$ cat src/rtl/uart_pkg.sv
// Shared UART definitions for the word-level TX and RX paths.
// Line levels, transmitter states and baud-rate derivation.
package uart_pkg;

    typedef enum logic [2:0] {
        IDLE,
        CHK_CTS,
        START,
        DATA,
        STOP
    } tx_state_t;

    localparam logic UART_IDLE  = 1'b1;
    localparam logic UART_START = 1'b0;

    function automatic int clks_per_bit(input int freq, input int baud);
        return freq / baud;
    endfunction

endpackage

$ cat src/rtl/uart_baud_gen.sv
// Bit-period counter: ticks on the last clock of each bit.
// Held at zero while clear is high so a frame starts aligned.
module uart_baud_gen
    import uart_pkg::*;
#(
    parameter int CLKS_PER_BIT = 10
) (
    input  logic clock,
    input  logic reset,
    input  logic clear,
    output logic bit_tick
);

    localparam int CW = (CLKS_PER_BIT > 2) ? $clog2(CLKS_PER_BIT) : 1;
    localparam logic [CW-1:0] LAST = CW'(CLKS_PER_BIT - 1);

    logic [CW-1:0] cnt;

    // Count 0..CLKS_PER_BIT-1, reloading at every bit boundary.
    always_ff @(posedge clock or negedge reset) begin
        if (!reset) begin
            cnt <= '0;
        end else if (clear || cnt == LAST) begin
            cnt <= '0;
        end else begin
            cnt <= cnt + 1'b1;
        end
    end

    assign bit_tick = !clear && (cnt == LAST);

endmodule

$ cat src/rtl/uart_word_tx.sv
// Word-wide 8N1 transmitter, LSB byte first, with per-byte CTS gating.
// All outputs are registered; the FSM owns the line and handshake.
module uart_word_tx
    import uart_pkg::*;
#(
    parameter int DATA_WIDTH = 32,
    parameter int BYTE_WIDTH = 8,
    parameter int CLOCK_FREQ = 200_000_000,
    parameter int BAUD_RATE  = 115200
) (
    input  logic                  clock,
    input  logic                  reset,
    input  logic [DATA_WIDTH-1:0] word_data,
    input  logic                  word_valid,
    output logic                  word_ready,
    input  logic                  cts,
    output logic                  sig_out,
    output logic                  busy,
    output logic                  tx_done
);

    localparam int CLKS_PER_BIT   = clks_per_bit(CLOCK_FREQ, BAUD_RATE);
    localparam int BYTES_PER_WORD = DATA_WIDTH / BYTE_WIDTH;
    localparam int BTW = (BYTE_WIDTH > 2) ? $clog2(BYTE_WIDTH) : 1;
    localparam int BCW = (BYTES_PER_WORD > 2) ? $clog2(BYTES_PER_WORD) : 1;
    localparam logic [BTW-1:0] LAST_BIT  = BTW'(BYTE_WIDTH - 1);
    localparam logic [BCW-1:0] LAST_BYTE = BCW'(BYTES_PER_WORD - 1);

    if (CLKS_PER_BIT < 2) begin : g_bad_baud
        $error("uart_word_tx: CLKS_PER_BIT must be at least 2");
    end
    if (DATA_WIDTH % BYTE_WIDTH != 0) begin : g_bad_width
        $error("uart_word_tx: DATA_WIDTH must be a multiple of BYTE_WIDTH");
    end

    tx_state_t             state;
    logic [DATA_WIDTH-1:0] shreg;
    logic [BTW-1:0]        bit_cnt;
    logic [BCW-1:0]        byte_cnt;
    logic                  bit_tick;
    logic                  baud_clear;

    assign baud_clear = (state == IDLE) || (state == CHK_CTS);

    uart_baud_gen #(
        .CLKS_PER_BIT(CLKS_PER_BIT)
    ) u_baud (
        .clock   (clock),
        .reset   (reset),
        .clear   (baud_clear),
        .bit_tick(bit_tick)
    );

    // Frame sequencer: handshake, CTS gate, start/data/stop per byte.
    always_ff @(posedge clock or negedge reset) begin
        if (!reset) begin
            state      <= IDLE;
            shreg      <= '0;
            bit_cnt    <= '0;
            byte_cnt   <= '0;
            sig_out    <= UART_IDLE;
            word_ready <= 1'b0;
            busy       <= 1'b0;
            tx_done    <= 1'b0;
        end else begin
            tx_done <= 1'b0;
            unique case (state)
                IDLE: begin
                    if (word_valid && word_ready) begin
                        shreg      <= word_data;
                        byte_cnt   <= '0;
                        word_ready <= 1'b0;
                        busy       <= 1'b1;
                        state      <= CHK_CTS;
                    end else begin
                        word_ready <= 1'b1;
                    end
                end
                CHK_CTS: begin
                    sig_out <= UART_IDLE;
                    if (cts) begin
                        sig_out <= UART_START;
                        state   <= START;
                    end
                end
                START: begin
                    if (bit_tick) begin
                        bit_cnt <= '0;
                        sig_out <= shreg[0];
                        shreg   <= shreg >> 1;
                        state   <= DATA;
                    end
                end
                DATA: begin
                    if (bit_tick) begin
                        if (bit_cnt == LAST_BIT) begin
                            sig_out <= UART_IDLE;
                            state   <= STOP;
                        end else begin
                            bit_cnt <= bit_cnt + 1'b1;
                            sig_out <= shreg[0];
                            shreg   <= shreg >> 1;
                        end
                    end
                end
                STOP: begin
                    if (bit_tick) begin
                        if (byte_cnt == LAST_BYTE) begin
                            tx_done    <= 1'b1;
                            word_ready <= 1'b1;
                            busy       <= 1'b0;
                            state      <= IDLE;
                        end else begin
                            byte_cnt <= byte_cnt + 1'b1;
                            state    <= CHK_CTS;
                        end
                    end
                end
                default: state <= IDLE;
            endcase
        end
    end

endmodule

$ cat config.mk
export PLATFORM = sky130hd
export DESIGN_NAME = uart_word_tx
export DESIGN_NICKNAME = d
export VERILOG_FILES = /design/src/rtl/uart_pkg.sv /design/src/rtl/uart_baud_gen.sv /design/src/rtl/uart_word_tx.sv
export SDC_FILE = /design/constraint.sdc
export NUM_CORES = 1
export LEC_CHECK = 0
export CAP_MARGIN = 20
export CORE_MARGIN = 1.5
export CORE_UTILIZATION = 54
export CTS_CLUSTER_DIAMETER = 60
export DETAILED_ROUTE_END_ITERATION = 8
export PLACE_DENSITY = 0.87
export SKIP_LAST_GASP = 1
export SLEW_MARGIN = 20
export SYNTH_ARGS = -nofsm -noshare
export SYNTH_HDL_FRONTEND = slang
export SYNTH_SLANG_ARGS = --single-unit
$ cat constraint.sdc
create_clock -name clock -period 2.33 [get_ports clock]
set_input_delay 0.3495 -clock clock [delete_from_list [all_inputs] [get_ports clock]]
set_output_delay 0.3495 -clock clock [all_outputs]
set_load 0.005 [all_outputs]
# Word level (Yosys, flattened, before mapping)
# Index checks and enable logic that the tools add are counted.
# classes
addsub,3
n_mul,0
n_div,0
n_lt_le_gt_ge,0
n_eq_ne,16
shifts,0
muxes,38
n_bitwise,0
reduce_logical,17
# ops
op,count
32-bit 2-to-1 mux,4
32-bit one-hot mux with 3 select lines,1
3-bit 2-to-1 mux,9
2-bit != test (second input constant),8
3-bit one-hot mux with 5 select lines,1
1-bit 2-to-1 mux,14
4-bit AND reduction,3
11-bit by 1-bit adder with 11-bit output (second input constant),1
11-bit == test (second input constant),1
11-bit 2-to-1 mux,1
3-bit by 2-bit == test with 1-bit output (second input constant),2
3-bit == test (second input constant),2
2-bit 2-to-1 mux,3
3-bit one-hot mux with 2 select lines,1
3-bit AND reduction,2
6-bit AND reduction,1
3-bit nonzero test,2
5-bit AND reduction,1
1-bit one-hot mux with 2 select lines,2
2-bit one-hot mux with 2 select lines,1
2-bit nonzero test,2
3-bit by 1-bit adder with 3-bit output (second input constant),1
3-bit by 1-bit == test with 1-bit output (second input constant),1
3-bit logical NOT,1
other kinds (7),9
# totals
regBits,55
latchBits,0
ramBits,0
mem_bits_ro,0
elab_cells,83
mem_count,0

# Logic depth before layout (Yosys ltp)
# depth
depth_word,6
depth_mapped,8

# Cells and area by module
# A second synthesis with hierarchy kept.
# unflattened
hier_cells,236
hier_area_um2,3069.2
# by_module_without_submodules
module,instances,cells_per_inst,area_per_inst_um2,seq_area_each_um2
uart_word_tx,1,180,2522.4,1102.3
uart_baud_gen,1,56,546.8,275.3

# Worst setup path after synthesis
# No wires, ideal clock.
# synth_path
kind,flip-flop to flip-flop
from,register bit_cnt[0]
to,register shreg[10]
setup_ps,130
arrival_time_ps,1733
slack_ps,467
stages_incl_launch_ff,9
synth_period_minus_slack_ps,1863
cell_sequence,dfrtp_1 ha_1 ha_1 a21bo_2 a21oi_1 and2_0 buf_2 buf_2 a31oi_1
# synth_via
elab_chain_len,3
# synth_rtl
element,line_no,rtl
start: declaration,uart_word_tx.sv:38,logic [BTW-1:0] bit_cnt;
start signal: assignment,uart_word_tx.sv:100,bit_cnt <= bit_cnt + 1'b1;
3-bit == test,uart_word_tx.sv:96,if (bit_cnt == LAST_BIT) begin
2-bit != test (no source line),n/a,
5-bit AND reduction (no source line),n/a,
end signal: assignment,uart_word_tx.sv:70,shreg <= word_data;
end signal: assignment,uart_word_tx.sv:90,shreg <= shreg >> 1;
end signal: assignment,uart_word_tx.sv:102,shreg <= shreg >> 1;
end: declaration,uart_word_tx.sv:37,logic [DATA_WIDTH-1:0] shreg;
# Every way passes these cells.
# A chain may end at the register's enable or synchronous reset.

# Worst setup path in the final report
# layout_path
from,register bit_cnt[0]
to,register shreg[21]
# The elaborated chain is that of the path after synthesis.

==> flow_metrics.py <==
metrics = {
    "status": {
        "status": "finished clean",
    },
    "cts": {
        "clock_sinks": 55,
        "clk_latency_ps": 320,
        "root_buffer": "clkbuf_8",
        "cts_max_level": 2,
        "cts_setup_buffers": 0,
        "cts_tree": "yes",
        "cts_resized": 0,
        "cts_buffers": 5,
        "path_clk_slew_ps": 100,
        "clock_path_buffers": 2,
        "ctsHoldBuffers": 0,
    },
    "hold_path": {
        "hold_class": "in -> async",
    },
    "place": {
        "post-place-ws_ps": 329.3,
        "gp_congestion": 0.8209,
        "dpl.hpwl_mm": 3.958,
        "port_buffers": 39,
        "dp_cells": 399,
    },
    "die": {
        "chipHeight_um": 74.54,
        "coreArea_mm2": 0.004817,
        "ios": 40,
        "dieArea_mm2": 0.005556,
        "rows": 25,
        "start_util_pct": 57.38,
        "die_w_um": 74.54,
    },
    "worst_setup_path": {
        "r2r_slack_ps": 330,
        "startpoint_type": "flop",
        "crit_path_end_kind": "flop",
        "r2r_start": "bit_cnt[0]$_DFFE_PN0P_",
        "required_ps": 2510,
        "critPathMaxFanout": 22,
        "worstSetupStartpoint": "bit_cnt[0]$_DFFE_PN0P_",
        "cp.arrival_ps": 2180,
        "rr_endpoint": "shreg[21]$_DFFE_PN0P_",
        "crit_end": "shreg[21]$_DFFE_PN0P_",
        "crit_type": "reg -> reg",
        "reg2reg_depth": 7,
    },
    "logic_synthesis": {
        "yosys_warnings": 0,
        "syn_avg_cell_area_um2": 9.062,
        "syn-cell-area_mm2": 0.002764,
        "synth_cell_types": 43,
        "syn_inst": 305,
        "ys_ff_latch": 55,
        "synth_edf_count": 0,
        "synth_flop_cell": "dfrtp_1",
        "synth-seq-area-share_pct": 49.84,
        "async_flop_share_pct": 100.0,
        "syn_nets": 345,
    },
    "power": {
        "ir_worst_vdd_mv": 0.5589,
        "clkPwrFrac_pct": 22.2,
        "p_leak_nw": 1.442,
        "power.internal_mw": 1.995,
        "total_power_mw": 2.878,
        "comb_power_share_pct": 24.2,
        "p_seq_share_pct": 53.7,
        "power.density_mw_per_mm2": 860.5,
        "p_switching_mw": 0.8832,
        "swShare_pct": 30.69,
    },
    "detailed_routing": {
        "route.detailed.drc": 0,
        "dr.first_iter.drc_count": 184,
        "dr.pass1.iters": 4,
        "viasPerCell": 5.688,
        "ant_nets": 0,
        "finalWirelength_mm": 5.707,
        "wl_per_cell_um": 14.02,
        "vias": 2315,
    },
    "global_routing": {
        "grt-ovfl-total": 0,
        "antenna_found_initial": 0,
        "grt_usage_pct": 23.02,
        "grt_max_degree": 32,
        "grt_pass1_vias": 2181,
        "grt_pass1_wl_mm": 9.701,
    },
    "sta": {
        "fin_tns_setup_ps": 0,
        "fin_crit_sh_pct": 86.00,
        "slew-limit-headroom_pct": 58.96,
        "rsz0062_at_grt": "false",
        "finalSetupViolations": 0,
        "fin_skew_ps": 14.95,
        "fin_ws_ps": 326.2,
        "min_period_ps": 2004,
        "clock.fmax_mhz": 499.1,
        "tightest_slew_ps": 615.5,
        "report.final.slew_viol_count": 0,
        "finalHoldViolations": 0,
    },
    "layout": {
        "num-fill-cells": 383,
        "num-nets-final": 379,
        "antennaDiodeCount": 0,
        "fin_cells": 407,
        "fin_util_pct": 69.43,
        "drive_gt1_share_pct": 9.706,
        "area.growth.synth_to_final_pct": 21.01,
        "final_common_cell": "nand2_1",
        "layout_common_cells": "76 x nand2_1, 54 x dfrtp_1, 38 x clkdlybuf4s50_1",
        "regArea_mm2": 0.001378,
        "multi_input_area_mm2": 0.001287,
    },
    "flow_run": {
        "max-cap-violations": 0,
    },
}
per-layer routing:
| metal | GRT usage (%) | share of wire, % | up-vias |
|---|---|---|---|
| li1 | - | - | 1130 |
| met1 | 31.10 | 46 | 1109 |
| met2 | 36.90 | 49 | 67 |
| met3 | 3.794 | 3.7 | 9 |
| met4 | 9.899 | 1.9 | 0 |
| met5 | 0 | 0 | - |
final cells by class:
type / count / share of cell area (%)
Inverter: 4 / 0.4489
Clock inverter: 3 / 1.309
Timing Repair Buffer: 50 / 13.99
Clock buffer: 5 / 2.058
Sequential cell: 55 / 41.19
Tap cell: 67 / 2.507
Multi-Input combinational cell: 223 / 38.50
registers in the layout (all words and copies together) (netlist names):
register,count
bit_cnt,3
busy,1
byte_cnt,2
shreg,32
sig_out,1
state,3
tx_done,1
u_baud.cnt,11
word_ready,1
cells by family (layout without fill, tap and decap cells):
family                   after synthesis  after routing  share of synthesized area (%)
flip-flops                            55             55                          49.84
multiplexers                           2              2                         0.8148
AND/OR/NAND/NOR                      122            122                          21.64
adder cells (fa/ha/maj)                4              4                          1.811
AO/OA/AOI/OAI                         86             86                          18.92
buffers and inverters                 27             62                          4.120
XOR/XNOR                               9              9                          2.852
power by group through the flow:
stage / Clock (mW) / Combinational, mW / Sequential (mW)
finish: 0.638 / 0.695 / 1.54
global route: 0.703 / 0.805 / 1.59
CTS: 0.655 / 0.707 / 1.54
detailed placement: 0 / 0.707 / 1.55
global placement: 0 / 0.661 / 1.54
floorplan: 0 / 0.505 / 1.49
cell usage after synthesis, types with 2 or more instances:
library cell,instances,share of area (%)
nand4bb_4,2,2.0
buf_2,10,1.8
nor3_1,3,0.54
and2_0,2,0.45
inv_1,4,0.54
nand2b_1,2,0.45
xnor2_1,5,1.6
a21oi_1,35,6.3
nand3b_1,2,0.54
clkbuf_1,13,1.8
ha_1,4,1.8
dfrtp_1,54,49
nand3_1,3,0.54
xor2_1,4,1.3
nor2b_1,2,0.45
a31oi_1,31,7.0
nor2_1,14,1.9
o211ai_1,2,0.54
nand2_1,76,10
nand4_1,3,0.68
and3_1,4,0.91
a311oi_1,3,0.95
o21ai_0,6,1.1
a211o_1,2,0.63
stage by stage:
step	area, µm²	hold WS [ps]
finish	3344	32.17
global route	3344	78.87
CTS	3344	48.46
detailed placement	3232	398.2
global placement	3232	401.6
floorplan	2764	53.91
how the worst min path moves through the flow:
stage | start | end | slack [ps] | cells after the start
detailed placement | reset | u_baud.cnt[5]$_DFF_PN0_ | 400 | 1
global placement | reset | u_baud.cnt[5]$_DFF_PN0_ | 400 | 1
global route | reset | shreg[30]$_DFFE_PN0P_ | 80 | 1
finish | reset | shreg[30]$_DFFE_PN0P_ | 30 | 1
floorplan | reset | bit_cnt[0]$_DFFE_PN0P_ | 50 | 0
CTS | reset | shreg[31]$_DFFE_PN0P_ | 50 | 1
critical path: stages, from the launching register on:
cell     delay, ps
dfrtp_1        420
ha_1           210
ha_1           240
a21bo_2        240
a21oi_2        190
and2_0         180
buf_4          250
a31oi_1        130
Note: power is estimated with default switching activity, not from simulation.
